### src/rtl/cmp_pkg.sv
// Shared types for the comparison arbiter: op-code enum and legality helper.
// Codes 0 and 1 are reserved and are reported back as errors.
package cmp_pkg;

    typedef enum logic [2:0] {
        CMP_EQ  = 3'd2,
        CMP_NE  = 3'd3,
        CMP_LT  = 3'd4,
        CMP_GE  = 3'd5,
        CMP_LTU = 3'd6,
        CMP_GEU = 3'd7
    } cmp_op_t;

    localparam int unsigned CMP_OP_W = 3;

    function automatic logic is_legal_cmp_op(input logic [CMP_OP_W-1:0] op);
        return (op >= 3'(CMP_EQ));
    endfunction

endpackage

### src/rtl/cmp_core.sv
// Combinational compare datapath: six flags, zero-extended, picked by a 6:1 mux.
// Illegal op codes give a zero result and raise err.
module cmp_core
    import cmp_pkg::*;
#(
    parameter int unsigned N = 32
) (
    input  logic [CMP_OP_W-1:0] op,
    input  logic [N-1:0]        a,
    input  logic [N-1:0]        b,
    output logic [N-1:0]        result,
    output logic                err
);

    logic eq_f, ne_f, lt_f, ge_f, ltu_f, geu_f;
    logic [N-1:0] eq_x, ne_x, lt_x, ge_x, ltu_x, geu_x;

    always_comb begin
        eq_f  = (a == b);
        ne_f  = !eq_f;
        lt_f  = ($signed(a) < $signed(b));
        ge_f  = !lt_f;
        ltu_f = (a < b);
        geu_f = !ltu_f;
    end

    assign eq_x  = {{(N-1){1'b0}}, eq_f};
    assign ne_x  = {{(N-1){1'b0}}, ne_f};
    assign lt_x  = {{(N-1){1'b0}}, lt_f};
    assign ge_x  = {{(N-1){1'b0}}, ge_f};
    assign ltu_x = {{(N-1){1'b0}}, ltu_f};
    assign geu_x = {{(N-1){1'b0}}, geu_f};

    always_comb begin
        result = '0;
        err    = !is_legal_cmp_op(op);
        case (op)
            CMP_EQ:  result = eq_x;
            CMP_NE:  result = ne_x;
            CMP_LT:  result = lt_x;
            CMP_GE:  result = ge_x;
            CMP_LTU: result = ltu_x;
            CMP_GEU: result = geu_x;
            default: result = '0;
        endcase
    end

endmodule

### src/rtl/cmp_arbiter.sv
// Round-robin arbiter sharing cmp_core between the branch unit (0) and SLT path (1),
// with a single registered response stage that honours rsp_ready backpressure.
module cmp_arbiter
    import cmp_pkg::*;
#(
    parameter int unsigned N = 32
) (
    input  logic                clk,
    input  logic                rst,
    input  logic                req0_valid,
    output logic                req0_ready,
    input  logic [CMP_OP_W-1:0] req0_op,
    input  logic [N-1:0]        req0_a,
    input  logic [N-1:0]        req0_b,
    input  logic                req1_valid,
    output logic                req1_ready,
    input  logic [CMP_OP_W-1:0] req1_op,
    input  logic [N-1:0]        req1_a,
    input  logic [N-1:0]        req1_b,
    output logic                rsp_valid,
    input  logic                rsp_ready,
    output logic                rsp_id,
    output logic [N-1:0]        rsp_result,
    output logic                rsp_err
);

    logic          ptr_q, ptr_d;
    logic          rsp_valid_q, rsp_valid_d;
    logic          rsp_id_q, rsp_id_d;
    logic [N-1:0]  rsp_result_q, rsp_result_d;
    logic          rsp_err_q, rsp_err_d;

    logic                can_accept;
    logic                win_id;
    logic                grant;
    logic [CMP_OP_W-1:0] sel_op;
    logic [N-1:0]        sel_a, sel_b;
    logic [N-1:0]        core_result;
    logic                core_err;

    // Pointer only matters on contention; a lone requester always wins.
    always_comb begin
        can_accept = !rsp_valid_q || rsp_ready;
        if (req0_valid && req1_valid) begin
            win_id = ptr_q;
        end else begin
            win_id = req1_valid;
        end
        grant      = can_accept && (req0_valid || req1_valid);
        req0_ready = can_accept && req0_valid && !win_id;
        req1_ready = can_accept && req1_valid && win_id;
        sel_op     = win_id ? req1_op : req0_op;
        sel_a      = win_id ? req1_a  : req0_a;
        sel_b      = win_id ? req1_b  : req0_b;
    end

    cmp_core #(
        .N(N)
    ) u_core (
        .op     (sel_op),
        .a      (sel_a),
        .b      (sel_b),
        .result (core_result),
        .err    (core_err)
    );

    always_comb begin
        ptr_d        = ptr_q;
        rsp_valid_d  = rsp_valid_q;
        rsp_id_d     = rsp_id_q;
        rsp_result_d = rsp_result_q;
        rsp_err_d    = rsp_err_q;
        if (grant) begin
            ptr_d        = !win_id;
            rsp_valid_d  = 1'b1;
            rsp_id_d     = win_id;
            rsp_result_d = core_result;
            rsp_err_d    = core_err;
        end else if (rsp_ready) begin
            rsp_valid_d  = 1'b0;
        end
    end

    always_ff @(posedge clk or posedge rst) begin
        if (rst) begin
            ptr_q        <= 1'b0;
            rsp_valid_q  <= 1'b0;
            rsp_id_q     <= 1'b0;
            rsp_result_q <= '0;
            rsp_err_q    <= 1'b0;
        end else begin
            ptr_q        <= ptr_d;
            rsp_valid_q  <= rsp_valid_d;
            rsp_id_q     <= rsp_id_d;
            rsp_result_q <= rsp_result_d;
            rsp_err_q    <= rsp_err_d;
        end
    end

    assign rsp_valid  = rsp_valid_q;
    assign rsp_id     = rsp_id_q;
    assign rsp_result = rsp_result_q;
    assign rsp_err    = rsp_err_q;

endmodule

### config.mk
export PLATFORM = sky130hd
export DESIGN_NAME = cmp_arbiter
export DESIGN_NICKNAME = d
export VERILOG_FILES = /design/src/rtl/cmp_pkg.sv /design/src/rtl/cmp_core.sv /design/src/rtl/cmp_arbiter.sv
export SDC_FILE = /design/constraint.sdc
export NUM_CORES = 1
export LEC_CHECK = 0
export CORE_ASPECT_RATIO = 0.5
export CORE_MARGIN = 3
export CORE_UTILIZATION = 41
export CTS_BUF_LIST = sky130_fd_sc_hd__clkbuf_4 sky130_fd_sc_hd__clkbuf_8 sky130_fd_sc_hd__clkbuf_16
export DETAILED_ROUTE_END_ITERATION = 8
export PLACE_DENSITY_LB_ADDON = 0.12
export SLEW_MARGIN = 20
export SYNTH_ARGS = -nofsm -noshare
export SYNTH_HDL_FRONTEND = slang
export SYNTH_HIERARCHICAL = 1
export SYNTH_SLANG_ARGS = --single-unit
### constraint.sdc
create_clock -name clk -period 3.9 [get_ports clk]
set_input_delay 0.78 -clock clk [delete_from_list [all_inputs] [get_ports clk]]
set_output_delay 0.78 -clock clk [all_outputs]
set_load 0.05 [all_outputs]
* Word-level counts from Yosys, hierarchy flattened
Index checks and enable logic that the tools add are counted.
** Cells by class
- Muxes and demuxes :: 7
- Eq/ne operators :: 7
- Reductions and logical operators :: 15
- Magnitude comparators :: 3
** Operator list (count)
- < comparator 32 bit :: 2
- two-way mux 32 bit :: 2
- equality test 32 bit :: 1
- equality test 3 bit (second input constant) :: 4
- equality test 3 x 2 -> 1 bit (second input constant) :: 2
- logical AND 1 bit :: 6
- logical NOT 1 bit :: 6
- one-hot mux 1 bit (6 select lines) :: 1
- >= comparator 3 x 2 -> 1 bit (second input constant) :: 1
- two-way mux 1 bit :: 3
- two-way mux 3 bit :: 1
- logical OR 1 bit :: 2
- nonzero test 2 bit :: 1
** Storage, ports and cells
- Input bits :: 139
- Logic and storage cells :: 37
- Output and inout port bits :: 37
- Bits in registers :: 36

* Depth between registers and ports, before layout
- Depth after elaboration :: 6
- Depth in mapped cells :: 14

* Cells and area by module
Netlist, hierarchy kept.
** By module, submodules not included
- cmp_arbiter :: seq. area each 900.9 µm², cells an instance 162, instances 1, area each 2230.9 µm²
- cmp_core :: seq. area each 0.0 µm², cells an instance 160, instances 1, area each 1108.6 µm²

* Worst setup path before layout
Ideal clock, no wire load.
- Kind :: input to register
- Start point :: input port req0_valid
- End point :: register rsp_result_q[0], in the netlist rsp_result[0]
- Setup time :: 0.125 ns
- Path buffers :: 1
- Required time :: 3.775 ns
- Cell stages on the path :: 12
- Arrival :: 3.265 ns
- Slack :: 0.510 ns
- Path through :: inv_2 > o21ai_4 > buf_4 > mux2_2 > ha_1 > nand4_1 > or4_1 > a21o_1 > a31oi_1 > o32a_2 > nand3_1 > mux2_2
** Between the ends
- Word-level cells in the longest chain between the ends :: 6
- Elaborated cells between the ends (all ways) :: 20
- Classes of those cells :: order compare: 2; eq/ne: 7; mux: 5; reduce/logical: 6
** RTL lines
- start, declared :: RTL line cmp_arbiter.sv:10 : input logic req0_valid,
- logical AND 1 bit * :: RTL line cmp_arbiter.sv:44 : if (req0_valid && req1_valid) begin
- two-way mux 1 bit * :: RTL line cmp_arbiter.sv:44
- two-way mux 32 bit * :: RTL line cmp_arbiter.sv:53 : sel_a = win_id ? req1_a : req0_a;
- via sel_a[14] :: RTL line cmp_arbiter.sv:37 : logic [N-1:0] sel_a, sel_b;
- < comparator 32 bit (tied with other cells) :: RTL line cmp_core.sv:23 : ltu_f = (a < b);
- logical NOT 1 bit, on equally long branches :: RTL line cmp_core.sv:24, cmp_core.sv:20, cmp_core.sv:22
- one-hot mux 1 bit (6 select lines) * :: RTL line cmp_core.sv:37 : case (op)
- via core_result[0] :: RTL line cmp_arbiter.sv:38 : logic [N-1:0] core_result;
- end signal, assigned :: RTL line cmp_arbiter.sv:95 : rsp_result_q <= rsp_result_d;
- end, declared :: RTL line cmp_arbiter.sv:30 : logic [N-1:0] rsp_result_q, rsp_result_d;
Mark *: on every way through the listed nets, which the timed path passes. The rest lies on a longest branch.
A chain may end at the register's enable or synchronous reset.

* Final worst setup path
- Start point :: input port req1_valid
- End point :: register rsp_result_q[0], in the netlist rsp_result[0]
** Between the ends
- Word-level cells in the longest chain between the ends :: 6
- Elaborated cells between the ends (all ways) :: 20
- Classes of those cells :: order compare: 2; eq/ne: 7; mux: 5; reduce/logical: 6
** RTL lines
- start, declared :: RTL line cmp_arbiter.sv:15 : input logic req1_valid,
- logical AND 1 bit :: RTL line cmp_arbiter.sv:44
- two-way mux 1 bit * :: RTL line cmp_arbiter.sv:44
- two-way mux 32 bit * :: RTL line cmp_arbiter.sv:53
- via sel_a[26] :: RTL line cmp_arbiter.sv:37
- < comparator 32 bit (tied with other cells) :: RTL line cmp_core.sv:23
- logical NOT 1 bit, on equally long branches :: RTL line cmp_core.sv:24, cmp_core.sv:20, cmp_core.sv:22
- one-hot mux 1 bit (6 select lines) * :: RTL line cmp_core.sv:37
- via core_result[0] :: RTL line cmp_arbiter.sv:38
Marks and branches as above.

==> summary.txt <==
Worst setup path
  • CP cell instances: clkdlybuf4s50_1, o21ai_4, buf_12, buf_12, buf_4, mux2_2, ha_1, nand4_1, or4_4, buf_4, a31oi_4, o32a_2, nand3_1, mux2_2
  • Slowest stage delay, CP: 0.57 ns
  • Crit start category: input pin
  • CP max stage cell: or4_4
  • WS Path Type: in2reg
  • Critical Path End Type: flip-flop
  • Worst Path Max Fanout: 6
  • CP top delay family: buffers and inverters
  • Critical path buffers and inverters: 5
  • Worst Path Required: 4.06 ns
  • Worst Path Arrival: 3.90 ns

Floorplanning
  • Initial Utilization: 44.0%
  • Std-Cell Rows: 22
  • IO Count: 176
  • Core area: 7600 um^2
  • Die H: 69.8 um
  • Die area: 9330 um^2
  • Die width: 134 um

Yosys
  • Yosys cell types: 29
  • Netlist Area Pre-Place: 3340 um^2
  • Post-synth top flop: dfrtp_1
  • Mapped Avg Cell Area: 10.4 um^2
  • Synth async-reset ratio: 100%
  • Seq cells post-synth: 36
  • Post-Synthesis Cells: 322
  • EDFF count, synth: 0
  • Yosys warns: 6
  • Part of the Yosys area used for sequential elements: 27.0%

Timing
  • Setup_tns: 0 ns
  • Skew final: 0.00396 ns
  • Final hold viol count: 0
  • Worst rel slew slack: 63.8%
  • F_max: 0.267 GHz
  • Final Critical Period: 3.74 ns
  • Worst-Margin Slew: 0.541 ns
  • Period utilisation layout: 95.9%
  • Unrepaired setup endpoints after global routing: false
  • Final hold slack: 0.504 ns
  • Fin. max-slew vios: 0
  • Final setup fails: 0

Pwr
  • Final Power: 1.83 mW
  • Leak: 2.50 nW
  • Flop pwr share: 25.3%
  • Gate power share: 50.2%
  • VDD IR-drop max: 0.000328 V
  • NetSw: 0.622 mW
  • Int Power: 1.20 mW
  • Part of the power in the clock network: 24.4%
  • Switching Share: 34.1%
  • Pwr per Cell Area: 327 nW/um^2

Clocking
  • CTS Buf Count: 5
  • Root buf cell: clkbuf_16
  • Post-CTS Hold Fix Bufs: 0
  • H-tree depth: 2
  • Worst-path clk slew: 0.05 ns
  • Max clock buf depth: 2
  • CTS tree: built
  • Clk_lat worst skew: 0.27 ns
  • Clk sink count: 36

Detailed routing
  • Post-Route WL: 9260 um
  • Via density: 4.61
  • Average wire per standard cell: 14.5 um
  • DRT Pass-1 Iters: 4
  • DR iter-0 viols: 104
  • Detail Route Antenna Nets: 0
  • Vias: 2940
  • DRC: 0

Finish
  • Syn-to-layout area delta: 67.1%
  • Share of cells above drive strength 1: 25.8%
  • Fin area: 5580 um^2
  • Fill cell count: 580
  • ANT cells: 0
  • Final core utilization: 73.4%
  • Commonest non-fill, non-tap cell in the layout: clkdlybuf4s50_1
  • Most frequent cells in the layout: clkdlybuf4s50_1 (173), mux2_2 (79), dfrtp_1 (36)
  • Post-layout nets: 700

Outcome
  • Status: completed

Placement
  • Post-DP Area: 5230 um^2
  • Routability-driven placement congestion ratio: 0.754
  • Port buffer count: 175
  • DP HPWL: 7380 um

GRT
  • Initial antenna violation count: 0
  • Largest net degree at the start of global routing: 37
  • Tot GR Track Use: 18.6%
  • Total congestion overflow: 0
  • Vias in the first global route: 2883
  • First-pass GRT wire length: 14400 um

Run
  • Max-cap violations: 0

Worst hold path
  • Worst hold-check path type: reg2reg
==> Yosys cell counts, types with 3 or more instances <==
cell type	number	area share, %
a21o_1	3	0.67
a21oi_1	15	2.2
a31oi_1	4	0.75
buf_4	35	7.9
buf_6	6	2.0
dfrtp_1	36	27
ha_1	32	12
inv_1	34	3.8
mux2_1	21	7.1
mux2_2	79	27
nand2_1	11	1.2
nand2b_1	3	0.56
nand3_1	4	0.60
nand4_1	7	1.3
nor2_1	8	0.90
o21ai_0	5	0.75
==> routing by layer <==
metal	vias up	share of wire [%]	wire length, um	global-route usage, %
met4	0	0.81	75	3.08
met3	7	5.4	497	4.28
met2	88	48	4410	31.4
li1	1483	-	-	-
met1	1362	46	4270	24.8
met5	-	0	0	0
==> flip-flops by register name, indices dropped and copies added (netlist names) <==
register and cells:
ptr_q 1, rsp_err 1, rsp_result 32, rsp_id 1, rsp_valid 1
==> kinds of logic (layout without fill, tap and decap cells) <==
kind of cell             after synthesis  after routing  share of synthesized area, %
other                                  1             31                         0.112
multiplexers                         100            100                          33.7
AND/OR/NAND/NOR                       39             39                          5.73
adder cells (fa/ha/maj)               32             32                          12.0
XOR/XNOR                               2              2                         0.525
AO/OA/AOI/OAI                         35             35                          7.01
flip-flops                            36             36                          27.0
buffers and inverters                 77            255                          13.9
==> worst register-to-register path, delay by kind of cell (launching register included) <==
kind,cells,cell delay [ns]
fa+ha+maj,1,0.30
flops,1,0.44
buf+inv,4,0.55
simple gates,3,0.77
mux,2,0.59
compound gates,3,0.58
==> power by group through the flow <==
stage	combinational [mW]	clock, mW	sequential [mW]
after CTS	0.881	0.453	0.464
after global placement	0.871	0	0.465
after floorplan	0.358	0	0.654
after detailed placement	0.876	0	0.469
final	0.918	0.447	0.462
after global routing	0.985	0.470	0.471
==> per-stage QoR <==
stage | setup WS [ns] | cells
finish | 0.161 | 638
floorplan | 0.510 | 352
detailed placement | -0.268 | 620
global route | 0.0805 | 638
CTS | 0.0595 | 628
global placement | -0.173 | 620
==> cell type report <==
cell class                      count  area (um^2)  share of cell area, %
Clock inverter                      2         35.0                  0.628
Inverter                           36          135                   2.42
Tap cell                          108          135                   2.42
Sequential cell                    36          901                   16.1
Timing Repair Buffer              211         2100                   37.6
Multi-Input combinational cell    239         2140                   38.4
Clock buffer                        6          133                   2.38
==> final timing paths <==
| kind | from | to | slack [ns] | cells after the start |
|---|---|---|---|---|
| setup / recovery | req1_valid | rsp_result[0]$_DFFE_PP0P_ | 0.16 | 14 |
| hold / removal | rsp_result[22]$_DFFE_PP0P_ | rsp_result[22]$_DFFE_PP0P_ | 0.50 | 1 |
| setup reg to reg | ptr_q$_DFFE_PP0P_ | rsp_result[0]$_DFFE_PP0P_ | 0.57 | 13 |
| hold reg to reg | rsp_result[22]$_DFFE_PP0P_ | rsp_result[22]$_DFFE_PP0P_ | 0.50 | 1 |
| max in group asynchronous | rst | rsp_result[12]$_DFFE_PP0P_ | 2.69 | 3 |
| min in group asynchronous | rst | rsp_result[9]$_DFFE_PP0P_ | 0.90 | 3 |
==> repair_timing <==
item | CTS | global route
hold endpoints to repair | 0 | 0
buffers inserted | 0 | 9
gates cloned | 0 | 1
pin swaps | 0 | 6
endpoints found under the setup margin | 1 | 1
resized for setup | 1 | 11
No activity file was read; power rests on OpenSTA's default activity.
